File: config.mk
export PLATFORM = sky130hd
export DESIGN_NAME = sweep_ctrl
export DESIGN_NICKNAME = d
export VERILOG_FILES = /design/src/rtl/sweep_pkg.sv /design/src/rtl/sweep_dwell_cnt.sv /design/src/rtl/sweep_ctrl.sv
export SDC_FILE = /design/constraint.sdc
export NUM_CORES = 1
export LEC_CHECK = 0
export CORE_UTILIZATION = 67
export DETAILED_ROUTE_END_ITERATION = 7
export DONT_BUFFER_PORTS = 1
export GPL_ROUTABILITY_DRIVEN = 0
export PLACE_DENSITY = 0.83
export SYNTH_ARGS = -nofsm -noshare
export SYNTH_HDL_FRONTEND = slang
export SYNTH_HIERARCHICAL = 1
export SYNTH_SLANG_ARGS = --single-unit
File: constraint.sdc
create_clock -name clk -period 7.3 [get_ports clk]
set_input_delay 1.095 -clock clk [delete_from_list [all_inputs] [get_ports clk]]
set_output_delay 1.095 -clock clk [all_outputs]
set_load 0.01 [all_outputs]
File: src/rtl/sweep_pkg.sv
// Shared types and constants for the carrier sweep sequencer.
package sweep_pkg;

    localparam int unsigned PHASE_W_DEF = 32;
    localparam int unsigned DWELL_W_DEF = 24;
    localparam int unsigned MODE_W_DEF  = 6;

    typedef enum logic [1:0] {
        StIdle,
        StRun,
        StLast,
        StDone
    } sweep_state_e;

    localparam logic [5:0] MOD_NONE    = 6'b00_0000;
    localparam logic [5:0] MOD_FM5K    = 6'b01_0101;
    localparam logic [5:0] MOD_FM10K   = 6'b01_1010;
    localparam logic [5:0] MOD_AM_BASE = 6'b10_0000;
    localparam logic [5:0] MOD_PSK     = 6'b11_0000;
    localparam logic [5:0] MOD_ASK     = 6'b11_0001;

endpackage

File: src/rtl/sweep_dwell_cnt.sv
// Loadable dwell down-counter; a zero dwell loads as one cycle per point.
module sweep_dwell_cnt #(
    parameter int unsigned DWELL_W = 24
) (
    input  logic               clk,
    input  logic               rst,
    input  logic               load,
    input  logic [DWELL_W-1:0] dwell,
    input  logic               dec,
    output logic               zero
);

    logic [DWELL_W-1:0] cnt_q;

    always_ff @(posedge clk) begin
        if (rst) begin
            cnt_q <= '0;
        end else if (load) begin
            cnt_q <= (dwell == '0) ? '0 : dwell - DWELL_W'(1);
        end else if (dec && (cnt_q != '0)) begin
            cnt_q <= cnt_q - DWELL_W'(1);
        end
    end

    assign zero = (cnt_q == '0);

endmodule

File: src/rtl/sweep_ctrl.sv
// Frequency sweep sequencer driving freq_c/flag_mod of the sine generator.
// Define SWEEP_DOWN_EN to allow descending sweeps when start > stop.
module sweep_ctrl
    import sweep_pkg::*;
#(
    parameter int unsigned PHASE_W = PHASE_W_DEF,
    parameter int unsigned DWELL_W = DWELL_W_DEF,
    parameter int unsigned MODE_W  = MODE_W_DEF
) (
    input  logic               clk,
    input  logic               rst,
    input  logic               cfg_valid,
    output logic               cfg_ready,
    input  logic [PHASE_W-1:0] cfg_start,
    input  logic [PHASE_W-1:0] cfg_stop,
    input  logic [PHASE_W-1:0] cfg_step,
    input  logic [DWELL_W-1:0] cfg_dwell,
    input  logic [MODE_W-1:0]  cfg_mode,
    input  logic               cfg_loop,
    input  logic               go,
    input  logic               abort,
    output logic [PHASE_W-1:0] freq_c,
    output logic [MODE_W-1:0]  flag_mod,
    output logic               busy,
    output logic               point_tick,
    output logic               done
);

    sweep_state_e       state_q;
    logic [PHASE_W-1:0] start_q, stop_q, step_q;
    logic [DWELL_W-1:0] dwell_q;
    logic [MODE_W-1:0]  mode_q;
    logic               loop_q, have_cfg_q;

    logic               hs, go_ok, expire, cnt_zero, single, clamp;
    logic [PHASE_W-1:0] eff_start, eff_stop, eff_step, nxt;
    logic [DWELL_W-1:0] eff_dwell;
    logic [MODE_W-1:0]  eff_mode;
    logic [PHASE_W:0]   sum;
`ifdef SWEEP_DOWN_EN
    logic               eff_desc;
    logic [PHASE_W:0]   diff;
`endif

    assign hs     = cfg_valid && (state_q == StIdle);
    assign go_ok  = go && (state_q == StIdle) && (have_cfg_q || cfg_valid);
    assign expire = ((state_q == StRun) || (state_q == StLast)) && cnt_zero && !abort;

    // A handshake coinciding with go must feed go the fresh values.
    always_comb begin
        eff_start = hs ? cfg_start : start_q;
        eff_stop  = hs ? cfg_stop  : stop_q;
        eff_step  = hs ? cfg_step  : step_q;
        eff_dwell = hs ? cfg_dwell : dwell_q;
        eff_mode  = hs ? cfg_mode  : mode_q;
        sum       = {1'b0, freq_c} + {1'b0, step_q};
        nxt       = sum[PHASE_W-1:0];
        clamp     = sum[PHASE_W] || (sum[PHASE_W-1:0] >= stop_q);
`ifdef SWEEP_DOWN_EN
        eff_desc  = eff_start > eff_stop;
        single    = (eff_step == '0) || (eff_start == eff_stop);
        diff      = {1'b0, freq_c} - {1'b0, step_q};
        if (eff_desc) begin
            nxt   = diff[PHASE_W-1:0];
            clamp = diff[PHASE_W] || (diff[PHASE_W-1:0] <= stop_q);
        end
`else
        single    = (eff_step == '0) || (eff_start >= eff_stop);
`endif
    end

    sweep_dwell_cnt #(
        .DWELL_W (DWELL_W)
    ) u_dwell_cnt (
        .clk   (clk),
        .rst   (rst),
        .load  (go_ok || expire),
        .dwell (eff_dwell),
        .dec   (busy),
        .zero  (cnt_zero)
    );

    always_ff @(posedge clk) begin
        if (rst) begin
            state_q    <= StIdle;
            freq_c     <= '0;
            flag_mod   <= '0;
            busy       <= 1'b0;
            point_tick <= 1'b0;
            done       <= 1'b0;
            cfg_ready  <= 1'b1;
            start_q    <= '0;
            stop_q     <= '0;
            step_q     <= '0;
            dwell_q    <= '0;
            mode_q     <= '0;
            loop_q     <= 1'b0;
            have_cfg_q <= 1'b0;
        end else begin
            point_tick <= 1'b0;
            done       <= 1'b0;
            unique case (state_q)
                StIdle: begin
                    if (hs) begin
                        start_q    <= cfg_start;
                        stop_q     <= cfg_stop;
                        step_q     <= cfg_step;
                        dwell_q    <= cfg_dwell;
                        mode_q     <= cfg_mode;
                        loop_q     <= cfg_loop;
                        have_cfg_q <= 1'b1;
                    end
                    if (go_ok) begin
                        freq_c     <= eff_start;
                        flag_mod   <= eff_mode;
                        point_tick <= 1'b1;
                        busy       <= 1'b1;
                        cfg_ready  <= 1'b0;
                        state_q    <= single ? StLast : StRun;
                    end
                end
                StRun: begin
                    if (abort) begin
                        busy    <= 1'b0;
                        done    <= 1'b1;
                        state_q <= StDone;
                    end else if (cnt_zero) begin
                        point_tick <= 1'b1;
                        freq_c     <= clamp ? stop_q : nxt;
                        state_q    <= clamp ? StLast : StRun;
                    end
                end
                StLast: begin
                    if (abort || (cnt_zero && !loop_q)) begin
                        busy    <= 1'b0;
                        done    <= 1'b1;
                        state_q <= StDone;
                    end else if (cnt_zero) begin
                        point_tick <= 1'b1;
                        freq_c     <= start_q;
                        state_q    <= single ? StLast : StRun;
                    end
                end
                StDone: begin
                    cfg_ready <= 1'b1;
                    state_q   <= StIdle;
                end
                default: state_q <= StIdle;
            endcase
        end
    end

endmodule

# == After elaboration in Yosys (flattened, before gate mapping) ==
# Index checks and enable logic that the tools add are counted.
# classes
n_addsub,3
n_lt_le_gt_ge,2
n_eq_ne,12
mux,37
reduce_logical,29
# ops
cell,n
32-bit 2-to-1 mux,9
24-bit 2-to-1 mux,4
32-bit case mux with 3 select lines,1
32-bit >= comparator,2
24-bit logical NOT,2
"24-bit by 1-bit subtractor with 24-bit output, second input constant",2
32-bit by 32-bit adder with 33-bit output,1
32-bit logical NOT,1
24-bit nonzero test,1
2-bit 2-to-1 mux,7
"2-bit != test, second input constant",6
1-bit 2-to-1 mux,10
2-bit case mux with 4 select lines,1
1-bit logical AND,7
1-bit logical OR,6
6-bit 2-to-1 mux,1
1-bit case mux with 3 select lines,2
2-bit AND reduction,3
6-bit AND reduction,1
"2-bit equality test, second input constant",2
1-bit case mux with 2 select lines,2
4-bit AND reduction,1
2-bit nonzero test,2
"3-bit by 2-bit != test with 1-bit output, second input constant",1
7 further kinds,8
# totals
ff_bits,196
inputBits,132
output_inout_bits,42
word_cells,98

# == Logic depth before layout (Yosys ltp) ==
# Gate-level depths: netlist of run 1.
# logic_depth
word_depth,9
mapped_depth,23
mapped_depth_nobuf,20

# == Modules after synthesis ==
# Netlist of run 1, hierarchy kept.
# modules_own_cells
module,instances,cells_per_inst,area_each_um2,seq_area_each_um2
sweep_ctrl,1,1331,10380.0,3443.3
sweep_dwell_cnt,1,229,1826.8,480.5

# == Worst setup path before layout of run 1 ==
# OpenSTA, ideal clock, no wires.
# synth_path
path_type,register to register
from,register freq_c[0]
to,register freq_c[24]
setup_time_ns,0.133
t_arrival_ns,4.419
required_time_ns,7.167
setup_slack_ns,2.748
stages_incl_launch_ff,22
path_buffers,1
period_less_slack_ns,4.552
cell_sequence,dfxtp_1 -> ha_1 -> inv_1 -> fa_1 -> nand2b_1 -> a21oi_2 -> o21ai_2 -> o221a_4 -> o21bai_1 -> a221oi_1 -> xnor2_1 -> ha_1 -> a21oi_1 -> nand2_1 -> a2111oi_0 -> nand3_1 -> a311oi_2 -> and2_1 -> buf_6 -> mux2_1 -> a221oi_1 -> nor4_1
# synth_via
elab_chain_len,7
# synth_lines
item,line,source
from (decl),sweep_ctrl.sv:22,"output logic [PHASE_W-1:0] freq_c,"
from (signal assigned),sweep_ctrl.sv:114,freq_c <= eff_start;
from (signal assigned),sweep_ctrl.sv:129,freq_c <= clamp ? stop_q : nxt;
from (signal assigned),sweep_ctrl.sv:140,freq_c <= start_q;
32-bit by 32-bit adder with 33-bit output (*),sweep_ctrl.sv:56,"sum = {1'b0, freq_c} + {1'b0, step_q};"
32-bit >= comparator,sweep_ctrl.sv:58,clamp = sum[PHASE_W] || (sum[PHASE_W-1:0] >= stop_q);
1-bit logical OR,sweep_ctrl.sv:58,
32-bit 2-to-1 mux (*),sweep_ctrl.sv:129,
32-bit 2-to-1 mux (*),sweep_ctrl.sv:127,end else if (cnt_zero) begin
32-bit 2-to-1 mux (*),sweep_ctrl.sv:123,if (abort) begin
32-bit case mux with 3 select lines (*),sweep_ctrl.sv:102,unique case (state_q)
# Every way passes the cells marked *; elsewhere a longest branch is shown, timed or not. The select of a mux whose other input is x is not followed.
# A chain may end at the register's enable or synchronous reset.

# == Final worst setup path of run 1 ==
# Same ends and word-level chain as after synthesis.

==> results of run 1 <==
-- cells by family after synthesis --
group,after synthesis,share of synthesized area (%)
fa+ha+maj,106,10.9
simple gates,639,24.1
flops,196,32.1
compound gates,361,19.4
mux,51,4.25
xor+xnor,63,4.52
buf+inv,144,4.68
-- state kept, by name (all words and copies together), names as in the netlist --
| register | count |
|---|---|
| busy | 1 |
| cfg_ready | 1 |
| done | 1 |
| dwell_q | 24 |
| flag_mod | 6 |
| freq_c | 32 |
| have_cfg_q | 1 |
| loop_q | 1 |
| mode_q | 6 |
| point_tick | 1 |
| start_q | 32 |
| state_q | 2 |
| step_q | 32 |
| stop_q | 32 |
| u_dwell_cnt/cnt_q | 24 |
-- final timing paths --
check,from,end,slack [ns],cells past startpoint
worst max-delay path,freq_c[0],freq_c[24],1.89,22
worst min-delay path,dwell_q[5],dwell_q[5],0.46,2
worst max register to register,freq_c[0],freq_c[24],1.89,22
worst min register to register,dwell_q[5],dwell_q[5],0.46,2
-- power breakdown --
| part | switching (W) | internal [W] | leakage (nW) | total (W) |
|---|---|---|---|---|
| combinational | 0.00207 | 0.00116 | 3.56 | 0.00324 |
| clock | 0.000430 | 0.000529 | 0.279 | 0.000959 |
| sequential | 0.000266 | 0.00132 | 1.61 | 0.00158 |
-- cell type report --
class	instances	area (µm²)	share of cell area [%]
Clock buffer	22	474	3.70
Clock inverter	7	98.8	0.770
Inverter	60	225	1.76
Multi-Input combinational cell	1220	7720	60.1
Sequential cell	196	3920	30.6
Tap cell	225	282	2.19
Timing Repair Buffer	15	113	0.878
-- per-layer routing --
metal	up-vias	global-route usage [%]	part of all wire, %
li1	5490	-	-
met1	5462	47.7	41
met2	646	60.1	45
met3	109	9.00	9.7
met4	0	19.7	3.7
met5	-	0	0
-- layout by cell type, fill, tap and decap left out, types with 14 or more instances in the layout --
cell type / synthesis / layout
nor3_1: 48 / 48
nor2_1: 126 / 126
nand4_1: 23 / 23
o21ai_0: 60 / 59
xor2_1: 14 / 14
o22ai_1: 15 / 15
mux2i_1: 44 / 44
a21o_1: 31 / 31
ha_1: 105 / 105
a221oi_1: 18 / 18
nand3_1: 37 / 37
nand2_1: 270 / 269
xnor2_1: 49 / 49
and2_1: 28 / 27
dfxtp_1: 196 / 196
buf_4: 0 / 15
nor4_1: 53 / 53
a21oi_1: 129 / 129
clkbuf_16: 0 / 17
a211oi_1: 14 / 14
inv_1: 59 / 59
-- stage by stage --
stage	power (W)	area [µm²]	setup slack (ns)
global route	0.00618	12800	1.49
CTS	0.00569	12800	1.97
floorplan	0.00396	12200	2.75
global placement	0.00462	12300	2.14
finish	0.00578	12800	1.89
detailed placement	0.00471	12300	2.03
-- cells in the mapped netlist, types with 28 or more instances --
| cell type | number |
|---|---|
| nor4_1 | 53 |
| and2_1 | 28 |
| nor3_1 | 48 |
| nand2_1 | 270 |
| o21ai_0 | 60 |
| dfxtp_1 | 196 |
| ha_1 | 105 |
| inv_1 | 59 |
| a21o_1 | 31 |
| mux2i_1 | 44 |
| a21oi_1 | 129 |
| xnor2_1 | 49 |
| nor2_1 | 126 |
| nand3_1 | 37 |
| clkbuf_1 | 73 |
-- worst max-delay path: cells and delay by family (launching register included) --
family / cells / cell delay, ns
AND/OR/NAND/NOR: 5 / 0.67
flip-flops: 1 / 0.45
multiplexers: 1 / 0.35
XOR/XNOR: 1 / 0.25
AO/OA/AOI/OAI: 9 / 2.08
buffers and inverters: 3 / 0.56
adder cells (fa/ha/maj): 3 / 0.91
==> results.cfg, run 1 <==
[logic_synthesis]
synth_edf_count = 0
synth.largest_area_cell = dfxtp_1
ys_async_sr_fraction_pct = 0
yosys-top-cells-area = dfxtp_1 (32%), ha_1 (11%), nand2_1 (8.3%), a21oi_1 (5.3%), nor2_1 (3.9%)
yosysWarnings = 6
syn_area_um2 = 12200
yosysUniqueCellTypes = 73
ys.flop_type = dfxtp_1
synth-seq-cells = 196
synthCells = 1560
ys_seq_area_share_pct = 32.1
yosysTopAreaCellShare_pct = 32.1
synth_area_per_cell_um2 = 7.82
syn_nets = 1798

[timing]
finalWorstPathRequiredPeriod_ns = 5.41
drv_slew = 0
tns_ns = 0
period_share_pct = 74.1
fmax_mhz = 185
rsz0062_at_grt = no
whs_ns = 0.461
tightestPinTransition_ns = 1.18
hold_viol = 0
slew-limit-headroom_pct = 21.0
fin_skew_ns = 0.0138
setup_viol = 0

[clock_network]
clk_pin_slew_ns = 0.07
clock_latency_ns = 0.46
cts_resized = 0
cts_root_buf = clkbuf_16
holdBufCountCts = 0
clock-sinks = 196
post_cts_buffers = 0
clock_path_buffers = 2
htreeDepth = 4
cts_tree = built
cts_buffers = 17

[setup_path]
critical_path_class = reg2reg
cp.arrival_ns = 5.73
critPathLaunchType = flip-flop
cp_slowest_cell = dfxtp_1
crit_path_max_fanout = 19
slowest_delay_ns = 0.45
worstPathRequired_ns = 7.63
crit_chain = ha_1, inv_1, fa_1, nand2b_1, a21oi_2, o21ai_2, o221a_4, o21bai_1, a221oi_1, xnor2_1, ha_1, a21oi_1, nand2_1, a2111oi_0, nand3_1, a311oi_2, buf_4, and2_1, buf_4, mux2_1, a221oi_1, nor4_1
endpoint_kind = flip-flop

[route]
ant_nets = 0
vias = 11700
first_pass_iters = 7
drc = 0
vias_per_cell = 6.71
drt-wirelength-per-cell_um = 20.1
drt_iter0_markers = 1338
wl_um = 35000

[global_route]
antenna_found_initial = 0
grt_max_degree = 153
track_usage_pct = 37.9
grt_pass1_vias = 11200
grt_pass1_wl_um = 55400
grt_overflow_total = 0

[floorplan]
rows = 48
top_level_ports = 174
start_util_pct = 69.6
die_x_um = 137
fp.dieH_um = 137
die-area_um2 = 18800
core_area_um2 = 17500

[final_layout]
syn2layout_area_growth_pct = 5.12
layout.nets = 1748
final.fill_count = 1418
finalNonFillerCells = 1745
antenna_cells = 0
utilization_pct = 73.2
drive_gt1_share_pct = 3.88

[power_and_ir_drop]
p_leak_nw = 5.45
p_per_area_nw_per_um2 = 450
irDropWorstVdd_mv = 0.484

[placement]
placed_cells = 1716
place.detailed.hpwl_um = 24900
port_buffers = 0

[job]
cap_violations = 0

[status]
status = complete, no violations

[worst_hold_path]
hold_class = reg2reg
Note: power is estimated with default switching activity, not from simulation.
==> run 2: changes to the inputs <==
--- a/config.mk
+++ b/config.mk
@@ -5,11 +5,11 @@
 export SDC_FILE = /design/constraint.sdc
 export NUM_CORES = 1
 export LEC_CHECK = 0
-export CORE_UTILIZATION = 67
+export CORE_UTILIZATION = 59
 export DETAILED_ROUTE_END_ITERATION = 7
 export DONT_BUFFER_PORTS = 1
 export GPL_ROUTABILITY_DRIVEN = 0
-export PLACE_DENSITY = 0.83
+export PLACE_DENSITY = 0.78
 export SYNTH_ARGS = -nofsm -noshare
 export SYNTH_HDL_FRONTEND = slang
 export SYNTH_HIERARCHICAL = 1
==> constraint.sdc (replaced) <==
create_clock -name clk -period 4.7 [get_ports clk]
set_input_delay 0.705 -clock clk [delete_from_list [all_inputs] [get_ports clk]]
set_output_delay 0.705 -clock clk [all_outputs]
set_load 0.01 [all_outputs]
==> results.cfg, run 2 (synthesis results as in run 1) <==
[status]
status = complete, no violations

[power_and_ir_drop]
irDropWorstVdd_mv = 0.392
fin_total_pwr_w = 0.00975
p_per_area_nw_per_um2 = 721
p_leak_nw = 5.80

[timing]
setup_viol = 0
fmax_mhz = 214
tightestPinTransition_ns = 0.962
fin_skew_ns = 0.00902
rsz0062_at_grt = yes
hold_viol = 0
drv_slew = 0
period_share_pct = 99.6
slew-limit-headroom_pct = 35.8
finalWorstPathRequiredPeriod_ns = 4.68
whs_ns = 0.321

[final_layout]
utilization_pct = 66.9
finalInstanceArea_um2 = 13500
layout.nets = 1801
finalNonFillerCells = 1847
layout_commonest_cell = nand2_1
mostFrequentLayoutCells = nand2_1 (267), dfxtp_1 (192), a21oi_1 (126)
syn2layout_area_growth_pct = 10.9
drive_gt1_share_pct = 9.52

[global_route]
grt_pass1_vias = 11200
grt_overflow_total = 0
grt_max_degree = 153
antenna_found_initial = 0
grt_pass1_wl_um = 57500
track_usage_pct = 33.7

[clock_network]
htreeDepth = 4
clock-sinks = 196
cts_tree = built
clock_path_buffers = 2
holdBufCountCts = 0
clk_pin_slew_ns = 0.07
cts_root_buf = clkbuf_16
cts_buffers = 17
clock_latency_ns = 0.45

[setup_path]
cp.arrival_ns = 5.02
startpoint = freq_c[5]
reg2reg_depth = 20
critPathLaunchType = flip-flop
worstPathRequired_ns = 5.04
crit_end = freq_c[17]
reg2reg_slack_ns = 0.02
reg2reg_from = freq_c[5]
endpoint_kind = flip-flop
r2r_end = freq_c[17]
crit_path_max_fanout = 5
critical_path_class = reg2reg

[route]
wl_um = 36900
drt_iter0_markers = 1478
vias = 11800
drt-wirelength-per-cell_um = 20.0
vias_per_cell = 6.40
drc = 0
ant_nets = 0
first_pass_iters = 7

[floorplan]
die-area_um2 = 21300
fp.dieH_um = 146
top_level_ports = 174
core_area_um2 = 20200
start_util_pct = 60.3
rows = 52
die_x_um = 146

[placement]
place_area_um2 = 12700
place.detailed.hpwl_um = 26400
port_buffers = 0
placed_cells = 1806

[job]
cap_violations = 0

[worst_hold_path]
hold_depth = 1
hold_class = in2reg
[run 2: power breakdown]
part / total, W / internal (W) / switching, W
clock: 0.00152 / 0.000799 / 0.000725
sequential: 0.00240 / 0.00205 / 0.000358
combinational: 0.00582 / 0.00228 / 0.00354
total: 0.00975 / 0.00513 / 0.00462
[run 2: what timing repair did]
item / CTS / global route
setup endpoints to repair: 19 / 33
gates resized for setup: 11 / 34
pin swaps: 6 / 13
buffers inserted: 1 / 6
cloned: 0 / 1
hold endpoints to repair: 0 / 0
[run 2: layout make-up]
type                    count  area, µm²
diodes                      1       2.50
clock buffers              17        425
clock inverters            15        169
fillers                  1659       6700
inverters                  60        225
multi-input cells        1220       7900
flip-flops and latches    196       3930
well taps                 270        338
repair buffers             68        543
[run 2: how the worst min path moves through the flow]
stage | start | to | slack (ns)
6_report | rst | flag_mod[4] | 0.32
5_1_grt | rst | flag_mod[3] | 0.32
4_1_cts | rst | dwell_q[1] | 0.32
3_5_place_dp | dwell_q[5] | dwell_q[5] | 0.45
3_3_place_gp | dwell_q[21] | dwell_q[21] | 0.44
2_1_floorplan | loop_q | loop_q | 0.43
[run 2: layer usage]
metal  part of all wire [%]  vias to the layer above  global-route usage (%)
met5                      0                        -                       0
met2                     45                      565                    54.4
li1                       -                     5605                       -
met1                     42                     5537                    42.4
met4                    3.8                        0                    15.6
met3                    9.5                      114                    8.43
[run 2: metrics by stage]
stage,TNS [ns],setup WS (ns)
2_1_floorplan,0,0.148
3_3_place_gp,0,0.0138
3_5_place_dp,-1.18,-0.139
4_1_cts,0,0.00249
5_1_grt,-3.40,-0.190
6_report,0,0.0210
[run 2: worst max-delay path, stage by stage, from the launching register on]
cell       delay, ns
dfxtp_2         0.34
ha_4            0.26
a21o_1          0.21
or3_4           0.35
o21ai_4         0.18
o221a_4         0.24
o21bai_4        0.08
a221oi_2        0.28
xnor2_1         0.14
ha_1            0.38
buf_4           0.14
nand4_1         0.20
nor4_2          0.40
nand2_1         0.10
o32a_1          0.21
and2_4          0.19
buf_4           0.15
clkbuf_16       0.15
a21oi_1         0.19
o211ai_1        0.12
a32o_1          0.26
